[src/rtl/bus_pkg.sv]
// bus_pkg: line/word geometry, line-address slice and FSM states shared by the line bus responder.
package bus_pkg;
  localparam int LINE_W = 512;
  localparam int WORD_W = 32;
  localparam int BEATS = 16;
  localparam int LINE_MSB = 31;
  localparam int LINE_LSB = 6;
  localparam int LINE_AW = LINE_MSB - LINE_LSB + 1;
  typedef enum logic [1:0] {IDLE, RD_XFER, WR_XFER, DONE} state_t;
endpackage

[src/rtl/line_beat_buffer.sv]
// line_beat_buffer: 512-bit line register with full-line load, beat-indexed word write and word read.
module line_beat_buffer
  import bus_pkg::*;
(
  input  logic              clk,
  input  logic              rst_n,
  input  logic              load,
  input  logic [LINE_W-1:0] load_data,
  input  logic              we,
  input  logic [3:0]        idx,
  input  logic [WORD_W-1:0] wdata,
  output logic [WORD_W-1:0] rdata,
  output logic [LINE_W-1:0] q
);
  always_ff @(posedge clk)
    if (!rst_n) q <= '0;
    else if (load) q <= load_data;
    else if (we) q[idx*WORD_W +: WORD_W] <= wdata;
  assign rdata = q[idx*WORD_W +: WORD_W];
endmodule

[src/rtl/line_bus_responder.sv]
// line_bus_responder: bridges 512-bit CPU line reads/writes onto a 32-bit beat-acked memory port.
// Optional LINE_FWD_EN adds a one-line write buffer that serves matching reads without memory.
module line_bus_responder
  import bus_pkg::*;
#(
  parameter logic [31:0] MEM_BASE = 32'h0000_0000,
  parameter int LINE_WORDS = 16
) (
  input  logic              clk,
  input  logic              rst_n,
  input  logic              busRead,
  input  logic              busWrite,
  input  logic [31:0]       busAddr,
  input  logic [LINE_W-1:0] busIn,
  output logic [LINE_W-1:0] busOut,
  output logic              busRdy,
  output logic [31:0]       memAddr,
  output logic [WORD_W-1:0] memWrData,
  input  logic [WORD_W-1:0] memRdData,
  output logic              memRd,
  output logic              memWr,
  input  logic              memAck
);
  state_t state, nxt;
  logic [LINE_AW-1:0] line;
  logic [3:0] cnt;
  logic rd_pend, accept, ack_beat, last, hit, out_load;
  logic [LINE_W-1:0] wline, out_data;
  logic [WORD_W-1:0] wword, out_word;
  logic unused_ok;
  assign accept = state == IDLE && (busRead || busWrite);
  assign memRd = state == RD_XFER;
  assign memWr = state == WR_XFER;
  assign busRdy = state == DONE;
  assign ack_beat = memAck && (memRd || memWr);
  assign last = ack_beat && cnt == 4'(LINE_WORDS - 1);
  assign memAddr = (memRd || memWr) ? MEM_BASE + {line, cnt, 2'b00} : '0;
  assign memWrData = memWr ? wword : '0;
  // a combined request runs its write first and chains straight into the read
  always_comb
    nxt = state == IDLE ? (busWrite ? WR_XFER : busRead ? (hit ? DONE : RD_XFER) : IDLE)
        : state == DONE ? IDLE
        : !last ? state
        : (state == WR_XFER && rd_pend) ? RD_XFER : DONE;
  always_ff @(posedge clk)
    if (!rst_n) begin
      state <= IDLE;
      line <= '0;
      cnt <= '0;
      rd_pend <= 1'b0;
    end else begin
      state <= nxt;
      if (accept) begin
        line <= busAddr[LINE_MSB:LINE_LSB];
        cnt <= '0;
        rd_pend <= busRead;
      end else if (ack_beat) cnt <= cnt + 4'd1;
    end
  line_beat_buffer u_wline (
    .clk(clk), .rst_n(rst_n), .load(accept), .load_data(busIn),
    .we(1'b0), .idx(cnt), .wdata('0), .rdata(wword), .q(wline)
  );
  line_beat_buffer u_out (
    .clk(clk), .rst_n(rst_n), .load(out_load), .load_data(out_data),
    .we(memRd && memAck), .idx(cnt), .wdata(memRdData), .rdata(out_word), .q(busOut)
  );
`ifdef LINE_FWD_EN
  logic fwd_valid;
  logic [LINE_AW-1:0] fwd_line;
  logic [WORD_W-1:0] unused_fwd_word;
  assign hit = fwd_valid && fwd_line == busAddr[LINE_MSB:LINE_LSB];
  assign out_load = state == IDLE && busRead && !busWrite && hit;
  always_ff @(posedge clk)
    if (!rst_n) begin
      fwd_valid <= 1'b0;
      fwd_line <= '0;
    end else if (memWr && last) begin
      fwd_valid <= 1'b1;
      fwd_line <= line;
    end
  line_beat_buffer u_fwd (
    .clk(clk), .rst_n(rst_n), .load(memWr && last), .load_data(wline),
    .we(1'b0), .idx(cnt), .wdata('0), .rdata(unused_fwd_word), .q(out_data)
  );
`else
  assign hit = 1'b0;
  assign out_load = 1'b0;
  assign out_data = '0;
`endif
  assign unused_ok = ^{busAddr[LINE_LSB-1:0], out_word, wline};
endmodule

[config.mk]
export PLATFORM = sky130hd
export DESIGN_NAME = line_bus_responder
export DESIGN_NICKNAME = d
export VERILOG_FILES = /design/src/rtl/bus_pkg.sv /design/src/rtl/line_beat_buffer.sv /design/src/rtl/line_bus_responder.sv
export SDC_FILE = /design/constraint.sdc
export NUM_CORES = 2
export LEC_CHECK = 0
export ABC_CLOCK_PERIOD_IN_PS = 4500
export CORE_AREA = 2 2 457 459
export DETAILED_ROUTE_END_ITERATION = 8
export DIE_AREA = 0 0 459 461
export MAX_ROUTING_LAYER = met4
export PLACE_DENSITY = 0.51
export SLEW_MARGIN = 20
export SYNTH_ARGS = -nofsm -noshare
export SYNTH_HDL_FRONTEND = slang
export SYNTH_SLANG_ARGS = --single-unit
[constraint.sdc]
create_clock -name clk -period 4.5 [get_ports clk]
set_input_delay 0.45 -clock clk [delete_from_list [all_inputs] [get_ports clk]]
set_output_delay 0.45 -clock clk [all_outputs]
set_load 0.005 [all_outputs]
==> flow_metrics.tcl <==
set metrics [dict create \
    outcome "completed" \
    drc 0 \
    max_cap_viol_count 0 \
    syn_inst 5231 \
    clock_latency_ns 0.81 \
    synth_ff_type "dfxtp_1" \
    crit_chain "inv_1 -> ha_1 -> nand2_1 -> nor2_4 -> a22oi_1 -> o31ai_1 -> clkdlybuf4s50_1" \
    worst_setup_path_end_kind "output pin" \
    grt_pass1_vias 40120 \
    grt_max_degree 232 \
    min_period_ns 4.368 \
    yosys_warnings 0 \
    root_buffer "clkbuf_16" \
    hold_violations 0 \
    synthDistinctLibCells 58 \
    worst_pin_slew_ns 1.166 \
    start_util 0.2079 \
    ys_ff_latch 1057 \
    cts_buffer_depth 3 \
    synth_top_family_by_area "simple AND/OR/NAND/NOR gates" \
    synth_edf_count 0 \
    critical-path-slowest-cell "nor2_4" \
    muxShareOfSynthArea 0.09725 \
    async_flop_share 0 \
    die_h_um 461 \
    worstPathArrival_ns 3.92 \
    grt_pass1_wl_mm 307.9 \
    synth-compound-area-share 0.1435 \
    grt_antenna_before_repair 75 \
    dieWidth_um 459 \
    num_rows 167 \
    grtUsageTotal 0.2077 \
    layout_common_cells "nand2_1 (1,533), clkdlybuf4s50_1 (1,148), dfxtp_1 (1,053), a21oi_1 (790), nand3_1 (271)" \
    final-max-slew-violation-count 0 \
    finalCritPeriodShare 0.9707 \
    via_per_inst 4.707 \
    vias 42360 \
    clock-sinks 1057 \
    cp-start-kind "flop" \
    regArea_sq_mm 0.02117 \
    required_ns 4.05 \
    syn_avg_cell_area_sq_um 8.205 \
    ir_worst_vdd_v 0.0003808 \
    synthAdderAreaFrac 0.002624 \
    area_growth_pct 43.67 \
    power_w 0.02845 \
    slew_headroom 0.2227 \
    gp_congestion 0.8637 \
    cts_tree "done" \
    drtIter0Drc 3615 \
    setup_viol 0 \
    setup_tns_ns 0 \
    syn_area_sq_mm 0.04292 \
    fmax_ghz 0.2289 \
    rsz0062_at_grt "true" \
    clk_pin_slew_ns 0.06 \
    slowest_delay_ns 0.84 \
    overflow 0 \
    synth_simple_gate_area_share 0.2130 \
    critPathKind "reg -> out" \
    nFillCells 22060 \
    skew_ns 0.06491 \
    drt_first_pass_iters 6 \
    io_buffers 1151 \
    hpwl_mm 163.4 \
    nNetsFinal 6715 \
    core_area_sq_mm 0.2064 \
    die_area_sq_mm 0.2116 \
    ys_seq_area_frac 0.4930 \
    wl_mm 224.4 \
    hold_ws_ns 0.1560 \
    p_leak_nw 21.56 \
    hold_path.class "in -> reg" \
    top_level_ports 1160 \
    powerDensity_mw_per_mm2 461.3 \
    htreeDepth 3 \
    cts_made_buffers 121 \
    layout_commonest_cell "nand2_1" \
    layout-drive-gt1-share 0.09399 \
    worstPathMaxFanout 29 \
    multi_input_area_sq_mm 0.01994 \
    wl_per_cell_um 24.93 \
    ant_nets 0 \
    synth_xor_area_frac 0.001195 \
]
## synth_stat cells, drive strengths merged (9+ instances only)
cell / number / area share
ha: 9 / 0.0026
o21ai: 232 / 0.027
nand2: 1539 / 0.13
buf: 60 / 0.0076
and3: 19 / 0.0028
dfxtp: 1057 / 0.49
a22oi: 31 / 0.0054
o31ai: 31 / 0.0054
mux4: 64 / 0.034
and2: 47 / 0.0069
nand4: 206 / 0.030
nor3: 12 / 0.0017
nand3: 272 / 0.032
clkbuf: 469 / 0.041
nor2: 14 / 0.0012
a21oi: 791 / 0.093
mux2i: 129 / 0.030
mux2: 128 / 0.034
o22ai: 64 / 0.0093
## critical path: cells and delay by family, from the launching register on
| family | cells | cell delay, ns |
|---|---|---|
| compound gates | 2 | 0.82 |
| simple gates | 2 | 1.05 |
| buf+inv | 2 | 0.67 |
| fa+ha+maj | 1 | 0.25 |
| flops | 1 | 0.34 |
## cell type report
| type | count | share of cell area |
|---|---|---|
| Sequential cell | 1057 | 0.3434 |
| Multi-Input combinational cell | 3639 | 0.3234 |
| Timing Repair Buffer | 1299 | 0.2102 |
| Clock buffer | 180 | 0.05629 |
| Tap cell | 2704 | 0.05487 |
| Clock inverter | 42 | 0.008441 |
| Antenna cell | 72 | 0.002922 |
| Inverter | 7 | 0.0005479 |
## path summary, 6_finish.rpt
check                                    from       endpoint  slack (ns)  depth (start not counted)
worst min-delay path            memRdData[23]   u_out.q[503]        0.16                          3
worst max register to register         cnt[1]    u_out.q[50]        0.57                          9
worst min register to register       line[23]       line[23]        0.45                          2
worst max-delay path                 state[0]  memWrData[13]        0.13                          7
## registers in the layout (all words and copies together) (netlist names)
| signal | cells |
|---|---|
| u_wline.q | 512 |
| u_out.q | 512 |
| state | 2 |
| line | 26 |
| rd_pend | 1 |
| cnt | 4 |
## where the power goes
group          switching (W)  internal [W]
Clock                0.00435       0.00564
Sequential          0.000650        0.0105
Combinational        0.00470       0.00258
Total                0.00970        0.0187
## cells by family after synthesis
family,count (synthesis)
simple gates,2133
compound gates,1169
flops,1057
buf+inv,536
mux,321
fa+ha+maj,9
xor+xnor,5
other cells,1
## layer usage
| metal | vias up | share of wire | global-route usage | routed length, um |
|---|---|---|---|---|
| met5 | - | 0 | - | 0 |
| met4 | 0 | 0.039 | 0.08330 | 8654 |
| met3 | 315 | 0.078 | 0.05046 | 17450 |
| met2 | 1781 | 0.49 | 0.3454 | 108900 |
| met1 | 20450 | 0.40 | 0.2396 | 89370 |
| li1 | 19810 | - | - | - |
## through the flow
stage | std cells | setup slack [ns] | util | instance area, sq um
3_3_place_gp | 8703 | 0.4600 | 0.2779 | 57380
6_report | 9000 | 0.1318 | 0.2987 | 61660
3_5_place_dp | 8703 | 0.3829 | 0.2780 | 57390
2_1_floorplan | 5232 | 1.308 | - | 42920
4_1_cts | 8927 | -0.08403 | 0.2977 | 61450
5_1_grt | 8990 | -0.03700 | 0.2986 | 61640
## repair_timing
item	in CTS	in global routing
hold buffers	1	0
endpoints found under the setup margin	13	11
setup buffers	1	0
gates resized for setup	8	1
endpoints found under the hold margin	2	0
Power figures use the tool's default switching activity.
